[src/rtl/frac_clk_sched.sv]
// Dual-modulus fractional clock scheduler: NUM_A periods of DIV_A cycles, then NUM_B of DIV_B.
// New ratios are buffered in a one-deep pending slot and only take effect at frame boundaries.
module frac_clk_sched #(
    parameter int DIV_W     = 8,
    parameter int CNT_W     = 8,
    parameter int DEF_DIV_A = 5,
    parameter int DEF_NUM_A = 9,
    parameter int DEF_DIV_B = 8,
    parameter int DEF_NUM_B = 1
) (
    input  logic             clk_in,
    input  logic             rst,
    input  logic             en,
    input  logic             cfg_valid,
    output logic             cfg_ready,
    input  logic [DIV_W-1:0] cfg_div_a,
    input  logic [CNT_W-1:0] cfg_num_a,
    input  logic [DIV_W-1:0] cfg_div_b,
    input  logic [CNT_W-1:0] cfg_num_b,
    output logic             clk_out,
    output logic             frame_done,
    output logic             phase_b,
    output logic             active
);

    typedef enum logic [1:0] {IDLE, RUN_A, RUN_B} state_t;

    state_t           state, next_state, restart_state;
    logic [DIV_W-1:0] div_a, div_b, pend_div_a, pend_div_b, period_cnt, cur_div;
    logic [CNT_W-1:0] num_a, num_b, pend_num_a, pend_num_b, phase_cnt, cur_num;
    logic [CNT_W-1:0] new_num_a, new_num_b;
    logic             pend_full, accept, load_pend;
    logic             period_end, phase_end, frame_end;
    logic             clk_out_nxt, frame_done_nxt, phase_b_nxt, active_nxt;

    function automatic logic [DIV_W-1:0] fix_div(input logic [DIV_W-1:0] d);
        return (d < DIV_W'(2)) ? DIV_W'(2) : d;
    endfunction

    assign cfg_ready = ~pend_full;
    assign accept    = cfg_valid & ~pend_full;

    always_comb begin
        cur_div    = (state == RUN_B) ? div_b : div_a;
        cur_num    = (state == RUN_B) ? num_b : num_a;
        period_end = (state != IDLE) && (period_cnt == cur_div - DIV_W'(1));
        phase_end  = period_end && (phase_cnt == cur_num - CNT_W'(1));
        frame_end  = phase_end && ((state == RUN_B) || (num_b == '0));
        // Only a config already pending before this edge is applied; one accepted now waits.
        load_pend  = pend_full && ((state == IDLE) || frame_end);
        new_num_a  = load_pend ? pend_num_a : num_a;
        new_num_b  = load_pend ? pend_num_b : num_b;
    end

    always_ff @(posedge clk_in or posedge rst) begin
        if (rst) begin
            pend_full  <= 1'b0;
            pend_div_a <= '0;
            pend_num_a <= '0;
            pend_div_b <= '0;
            pend_num_b <= '0;
            div_a      <= DIV_W'(DEF_DIV_A);
            num_a      <= CNT_W'(DEF_NUM_A);
            div_b      <= DIV_W'(DEF_DIV_B);
            num_b      <= CNT_W'(DEF_NUM_B);
        end else begin
            if (accept) begin
                pend_full  <= 1'b1;
                pend_div_a <= fix_div(cfg_div_a);
                pend_num_a <= cfg_num_a;
                pend_div_b <= fix_div(cfg_div_b);
                pend_num_b <= cfg_num_b;
            end else if (load_pend) begin
                pend_full  <= 1'b0;
            end
            if (load_pend) begin
                div_a <= pend_div_a;
                num_a <= pend_num_a;
                div_b <= pend_div_b;
                num_b <= pend_num_b;
            end
        end
    end

    always_ff @(posedge clk_in or posedge rst) begin
        if (rst) begin
            state      <= IDLE;
            period_cnt <= '0;
            phase_cnt  <= '0;
            clk_out    <= 1'b0;
            frame_done <= 1'b0;
            phase_b    <= 1'b0;
            active     <= 1'b0;
        end else begin
            state      <= next_state;
            clk_out    <= clk_out_nxt;
            frame_done <= frame_done_nxt;
            phase_b    <= phase_b_nxt;
            active     <= active_nxt;
            if (state == IDLE || period_end) begin
                period_cnt <= '0;
            end else begin
                period_cnt <= period_cnt + DIV_W'(1);
            end
            if (state == IDLE || phase_end) begin
                phase_cnt <= '0;
            end else if (period_end) begin
                phase_cnt <= phase_cnt + CNT_W'(1);
            end
        end
    end

    always_comb begin
        restart_state = IDLE;
        if (en && ((new_num_a != '0) || (new_num_b != '0))) begin
            restart_state = (new_num_a != '0) ? RUN_A : RUN_B;
        end
        next_state = state;
        case (state)
            IDLE: begin
                if (!pend_full && en && ((num_a != '0) || (num_b != '0))) begin
                    next_state = (num_a != '0) ? RUN_A : RUN_B;
                end
            end
            RUN_A: begin
                if (phase_end) begin
                    next_state = (num_b != '0) ? RUN_B : restart_state;
                end
            end
            RUN_B: begin
                if (phase_end) begin
                    next_state = restart_state;
                end
            end
            default: next_state = IDLE;
        endcase
    end

    always_comb begin
        clk_out_nxt    = period_end;
        frame_done_nxt = frame_end;
        phase_b_nxt    = (next_state == RUN_B);
        active_nxt     = (next_state != IDLE);
    end

endmodule

[config.mk]
export PLATFORM = sky130hd
export DESIGN_NAME = frac_clk_sched
export DESIGN_NICKNAME = d
export VERILOG_FILES = /design/src/rtl/frac_clk_sched.sv
export SDC_FILE = /design/constraint.sdc
export NUM_CORES = 1
export LEC_CHECK = 0
export CAP_MARGIN = 10
export CORE_UTILIZATION = 45
export DETAILED_ROUTE_END_ITERATION = 8
export GPL_ROUTABILITY_DRIVEN = 0
export PLACE_DENSITY = 0.64
export SLEW_MARGIN = 20
export SYNTH_ARGS = -nofsm -noshare
export SYNTH_HDL_FRONTEND = slang
export SYNTH_SLANG_ARGS = --single-unit
[constraint.sdc]
create_clock -name clk_in -period 4.9 [get_ports clk_in]
set_clock_uncertainty 0.05 [all_clocks]
set_input_delay 0.735 -clock clk_in [delete_from_list [all_inputs] [get_ports clk_in]]
set_output_delay 0.735 -clock clk_in [all_outputs]
set_load 0.01 [all_outputs]
==> flow_summary_export.csv, run 1 <==
group,metric,value,unit
placement,place_area,0.00499,mm²
placement,dp_cells,603,
timing,hold_ws,0.425,ns
route,antenna_left,0,
setup_path,critical_path_arrival,4.36,ns
clock_tree,cts-resized-gates,0,
cells_and_area,final_util,53.3,%
global_routing,grt_start_max_net_pins,55,
clock_tree,cts_buffers,9,
timing,maxSlewHeadroom,29.0,%
timing,setup_slack,0.745,ns
global_routing,antenna_found_initial,0,
pwr,power,1.36,mW
floorplanning,io_pins,41,
clock_tree,cts-root-buf,"clkbuf_8",
floorplanning,die_w,102,µm
timing,drv_slew,0,
clock_tree,htreeDepth,3,
placement,dp_slack,0.822,ns
clock_tree,postCtsSetupBuffers,0,
global_routing,grt_use_total,19.6,%
timing,rsz0062_at_grt,"no",
clock_tree,cts_max_path_buffers,2,
setup_path,path_class,"flop to flop",
job,max_cap_viol_count,0,
logic_synthesis,synth_area,0.00449,mm²
route,routed_via_density,5.25,
route,drtPass1Iterations,4,
floorplanning,dieHeight,102,µm
placement,io_buffers,40,
logic_synthesis,async_reset_ff_share,100,%
timing,period_share,84.8,%
route,routedWlPerCell,14.9,µm
placement,dp_hpwl,6620,µm
setup_path,worstReg2RegStart,"state[0]",
floorplanning,fp.dieArea,0.0104,mm²
cells_and_area,diodes,0,
cells_and_area,area_growth,15.6,%
run_status,status,"completed",
floorplanning,rows,36,
pwr,ir_worst_vdd,0.207,mV
cells_and_area,final-instance-count-excl-fill,619,
logic_synthesis,yosys_most_used_dff,"dfrtp_1",
timing,period_needed,4.16,ns
logic_synthesis,syn_nets,484,
route,drc_errors,0,
pwr,p_leak,2.48,nW
global_routing,grt_pass1_vias,3094,
cells_and_area,drive_gt1_share,14.6,%
global_routing,grt_overflow,0,
clock_tree,cts_tree,"done",
setup_path,startpoint,"state[0]",
floorplanning,core_area,0.00973,mm²
setup_path,required,5.10,ns
cells_and_area,finalNetCount,521,
setup_path,start_kind,"flop",
timing,fmax,241,MHz
logic_synthesis,syn_inst,444,
pwr,powerDensity,262,mW/mm²
logic_synthesis,yosysUniqueCellTypes,58,
route,wirelength,9200,µm
setup_path,r2r_slack,0.74,ns
route,drtIter0Drc,151,
logic_synthesis,synth_edf_count,0,
route,route.vias.total,3247,
global_routing,grt_pass1_wl,15400,µm
timing,hold_violations,0,
floorplanning,floorplan.initialDensity,46.1,%
setup_path,critPathCapture,"div_a[7]",
clock_tree,clk_pin_slew,0.08,ns
cells_and_area,nFillCells,902,
setup_path,path_max_fanout,33,
clock_tree,clk_latency,0.37,ns
logic_synthesis,synth.avg_cell_area,10.1,µm²
setup_path,r2r_cells,12,
logic_synthesis,ys_seq_area_share,48.7,%
clock_tree,cts_sinks,87,
logic_synthesis,ys_ff_latch,87,
min_path,hold_path.class,"flop to flop",
clock_tree,ctsHoldBuffers,0,
setup_path,timing.rr.end,"div_a[7]",
timing,tightest_slew,1.06,ns
timing,tns,0,ns
cells_and_area,final_cell_area,0.00518,mm²
timing,final-setup-viol-count,0,
logic_synthesis,ys_warn_count,0,
setup_path,end_kind,"flop",
[logic make-up after synthesis]
logic type | share of synthesized area (%)
AOI/OAI and AO/OA | 6.27
xor gates and xnor gates | 7.03
adders and majority gates | 1.12
buffers and inverters | 3.32
DFF | 48.7
muxes | 12.4
and+or+nand+nor | 21.2
[worst max-delay path, stage by stage (launching register included)]
cell and delay, ns:
dfrtp_1 0.54, nand2b_4 0.44, mux2i_1 0.34, ha_1 0.29
o211ai_1 0.15, nor3_1 0.14, a2111oi_0 0.10, a211oi_1 0.53
or2_0 0.43, o22ai_2 0.16, nand2_1 0.09, buf_4 0.37
mux2_2 0.39
[per-layer routing]
layer | GRT usage, % | vias to the layer above | share of wire (%)
li1 | - | 1608 | -
met1 | 29.1 | 1560 | 52
met2 | 28.3 | 67 | 43
met3 | 3.76 | 12 | 3.2
met4 | 7.47 | 0 | 1.7
met5 | 0 | - | 0
[registers in the layout, indices dropped and copies added, names as in the netlist]
| register | count |
|---|---|
| pend_num_b | 8 |
| div_a | 8 |
| pend_full | 1 |
| pend_div_a | 8 |
| active | 1 |
| state | 2 |
| num_b | 8 |
| phase_cnt | 8 |
| pend_num_a | 8 |
| clk_out | 1 |
| phase_b | 1 |
| pend_div_b | 8 |
| frame_done | 1 |
| num_a | 8 |
| div_b | 8 |
| period_cnt | 8 |
[power by group]
part	internal [mW]	switching, mW
Clock	0.238	0.265
Sequential	0.752	0.0236
Combinational	0.0423	0.0381
Total	1.03	0.327
[layout by cell type (no fill, tap or decap), types with 5 or more instances in the layout]
| cell | count |
|---|---|
| nand2_1 | 93 |
| dfrtp_1 | 81 |
| clkdlybuf4s50_1 | 40 |
| mux2_2 | 33 |
| nor2_1 | 28 |
| xnor2_1 | 19 |
| mux2i_1 | 17 |
| xor2_1 | 17 |
| nor3_1 | 16 |
| nand3_1 | 11 |
| inv_1 | 10 |
| clkbuf_8 | 9 |
| nor4_1 | 8 |
| a21oi_1 | 8 |
| nand2b_1 | 6 |
| or3_1 | 6 |
| o21ai_0 | 6 |
| dfstp_2 | 6 |
| nand4_1 | 5 |
| buf_4 | 5 |
[area by class of cell]
| cell class | instances | area, µm² | share of cell area (%) |
|---|---|---|---|
| inverter | 11 | 42.5 | 0.820 |
| sequential | 87 | 2180 | 42.1 |
| clock inverter | 6 | 70.1 | 1.35 |
| timing repair buffer | 45 | 438 | 8.45 |
| clock buffer | 10 | 128 | 2.46 |
| tap | 133 | 166 | 3.21 |
| multi-input combinational | 327 | 2160 | 41.6 |
[how the worst min path moves through the flow]
stage / depth (start not counted) / from / end
after CTS: 2 / pend_div_a[3] / pend_div_a[3]
after global routing: 2 / pend_div_b[2] / pend_div_b[2]
after floorplan: 2 / pend_div_a[2] / pend_div_a[2]
after detailed placement: 2 / pend_div_b[6] / pend_div_b[6]
final: 2 / pend_div_a[3] / pend_div_a[3]
after global placement: 2 / pend_div_b[6] / pend_div_b[6]
[Yosys cell counts (8+ instances only)]
cell,instances,area share (%)
dfrtp_1,81,45
nand3_1,11,1.2
xor2_1,17,3.3
mux2i_1,17,3.8
clkbuf_1,9,0.75
nor3_1,16,1.8
nand2_1,93,7.8
mux2_2,33,8.3
a21oi_1,8,0.89
nor4_1,8,1.1
inv_1,11,0.92
xnor2_1,19,3.7
nor2_1,28,2.3
Power figures use the tool's default switching activity.
==> inputs of run 2 (changes only) <==
==> constraint.sdc (replaced) <==
create_clock -name clk_in -period 3.9 [get_ports clk_in]
set_clock_uncertainty 0.05 [all_clocks]
set_input_delay 0.585 -clock clk_in [delete_from_list [all_inputs] [get_ports clk_in]]
set_output_delay 0.585 -clock clk_in [all_outputs]
set_load 0.01 [all_outputs]
==> flow_summary_export.csv, run 2 (same netlist as run 1, synthesis figures left out) <==
group,metric,value,unit
pwr,combinationalPowerShare,6.3,%
clock_tree,cts_sinks,87,
floorplanning,fp.dieArea,0.0104,mm²
min_path,hold_path.class,"flop to flop",
cells_and_area,final_util,53.5,%
clock_tree,cts_tree,"done",
setup_path,required,4.15,ns
cells_and_area,nFillCells,932,
timing,tightest_slew,1.07,ns
pwr,switching_share,24.8,%
global_routing,grt_use_total,19.4,%
route,wl_met1,4430,µm
global_routing,grt_overflow,0,
global_routing,grt_pass1_vias,3239,
timing,tns,0,ns
cells_and_area,finalNetCount,525,
floorplanning,rows,36,
setup_path,path_max_fanout,16,
setup_path,cp_num_cells,11,
placement,io_buffers,40,
run_status,status,"completed",
setup_path,critical_path_arrival,3.85,ns
setup_path,crit_family,"simple AND/OR/NAND/NOR gates",
route,routedWlPerCell,14.5,µm
route,drc_errors,0,
setup_path,path_class,"flop to flop",
cells_and_area,final-instance-count-excl-fill,623,
timing,hold_ws,0.428,ns
placement,dp_cells,607,
global_routing,grt_start_max_net_pins,46,
setup_path,start_kind,"flop",
clock_tree,clk_pin_slew,0.09,ns
floorplanning,die_w,102,µm
cells_and_area,final_common_cell,"nand2_1",
floorplanning,core_area,0.00973,mm²
placement,place_area,0.00503,mm²
timing,fmax,278,MHz
timing,final-setup-viol-count,0,
floorplanning,dieHeight,102,µm
cells_and_area,area_growth,16.1,%
setup_path,end_kind,"flop",
route,top_layer,"met4",
route,antenna_left,0,
pwr,seqPwrFrac,59.4,%
cells_and_area,final_cell_area,0.00521,mm²
pwr,p_leak,2.49,nW
cells_and_area,diodes,0,
cells_and_area,most-common-layout-cells,"nand2_1 (93), dfrtp_1 (81), clkdlybuf4s50_1 (40), mux2_2 (33), nor2_1 (28)",
route,wirelength,9020,µm
placement,dp_hpwl,6620,µm
clock_tree,htreeDepth,3,
setup_path,path_buf_inv,0,
clock_tree,cts-root-buf,"clkbuf_8",
pwr,p_sw,0.407,mW
route,drtPass1Iterations,5,
floorplanning,floorplan.initialDensity,46.1,%
setup_path,r2r_cells,11,
pwr,internal_power,1.23,mW
route,routed_via_density,5.28,
pwr,powerDensity,315,mW/mm²
clock_tree,cts_max_path_buffers,2,
timing,maxSlewHeadroom,28.2,%
route,wl_met2,4090,µm
floorplanning,io_pins,41,
route,met3_length,347,µm
job,max_cap_viol_count,0,
global_routing,grt_pass1_wl,15400,µm
setup_path,slowest_stage,"or4_1",
route,drtIter0Drc,167,
global_routing,antenna_found_initial,0,
pwr,pwr-share-clk,34.3,%
timing,rsz0062_at_grt,"no",
timing,drv_slew,0,
setup_path,slowest_delay,0.52,ns
setup_path,cp_cell_sequence,"nand2b_4 -> mux2i_1 -> ha_1 -> xor2_1 -> xnor2_1 -> or4_1 -> nand4b_1 -> nor4_4 -> nor2b_1 -> a2111oi_1 -> a21o_1",
route,route.vias.total,3289,
pwr,ir_worst_vdd,0.198,mV
clock_tree,clk_latency,0.36,ns
clock_tree,cts_buffers,9,
min_path,hold-path-cell-count,2,
cells_and_area,drive_gt1_share,15.3,%
timing,period_needed,3.60,ns
timing,hold_violations,0,
timing,period_share,92.3,%
-- run 2: changes by cell type in the layout (fill, tap and decap cells not counted) --
| cell | change |
|---|---|
| buf_6 | +1 |
| buf_12 | +1 |
| clkinv_4 | -1 |
| a2111oi_0 | -1 |
| clkinv_2 | +1 |
| a2111oi_1 | +1 |
| inv_6 | +1 |
| buf_4 | +2 |
| bufinv_16 | -1 |
-- run 2: layout make-up --
cell class	count	area (µm²)	share of cell area (%)
Tap cell	133	166	3.20
Sequential cell	87	2180	42.0
Clock inverter	6	45.0	0.865
Inverter	11	42.5	0.817
Multi-Input combinational cell	327	2160	41.4
Timing Repair Buffer	49	484	9.30
Clock buffer	10	128	2.45
-- run 2: what timing repair did --
item | in CTS | in global routing
buffers inserted | 0 | 0
hold buffers | 0 | 0
setup endpoints to repair | 0 | 13
resized for setup | 0 | 2
-- run 2: per-stage QoR --
step | setup WS (ns) | power (mW)
finish | 0.299 | 1.64
global route | 0.0219 | 1.72
CTS | 0.231 | 1.67
detailed placement | 0.319 | 1.10
global placement | 0.316 | 1.09
floorplan | 0.173 | 1.03
-- run 2: power groups by stage --
stage / clock [mW] / combinational (mW) / sequential, mW
5_1_grt: 0.620 / 0.120 / 0.981
4_1_cts: 0.584 / 0.106 / 0.975
2_1_floorplan: 0 / 0.0523 / 0.982
3_5_place_dp: 0 / 0.106 / 0.993
6_report: 0.563 / 0.104 / 0.975
3_3_place_gp: 0 / 0.103 / 0.992
-- run 2: path summary, 6_finish.rpt --
path / start / endpoint / slack, ns
min reg2reg: pend_div_b[4] / pend_div_b[4] / 0.43
max reg2reg: state[1] / state[0] / 0.30
min in group asynchronous: rst / pend_div_b[2] / 0.61
max in group asynchronous: rst / num_a[0] / 2.48
max: state[1] / state[0] / 0.30
min: pend_div_b[4] / pend_div_b[4] / 0.43
-- run 2: tightest hold or removal path, stage by stage, from the launching register on --
cell	delay, ns
dfrtp_1	0.35
nand2_1	0.05
nand2_1	0.05
-- run 2: routing by layer --
| metal | global-route usage (%) | vias to the layer above |
|---|---|---|
| met3 | 3.08 | 14 |
| met4 | 8.02 | 0 |
| met1 | 27.5 | 1571 |
| met5 | 0 | - |
| met2 | 29.9 | 89 |
| li1 | - | 1615 |
==> inputs of run 3 (changes only) <==
==> constraint.sdc (replaced) <==
create_clock -name clk_in -period 3.9 [get_ports clk_in]
set_clock_uncertainty 0.05 [all_clocks]
set_input_delay 0.78 -clock clk_in [delete_from_list [all_inputs] [get_ports clk_in]]
set_output_delay 0.78 -clock clk_in [all_outputs]
set_load 0.01 [all_outputs]
==> results of run 3 <==
Same layout as run 2 (identical final DEF). Status: completed.
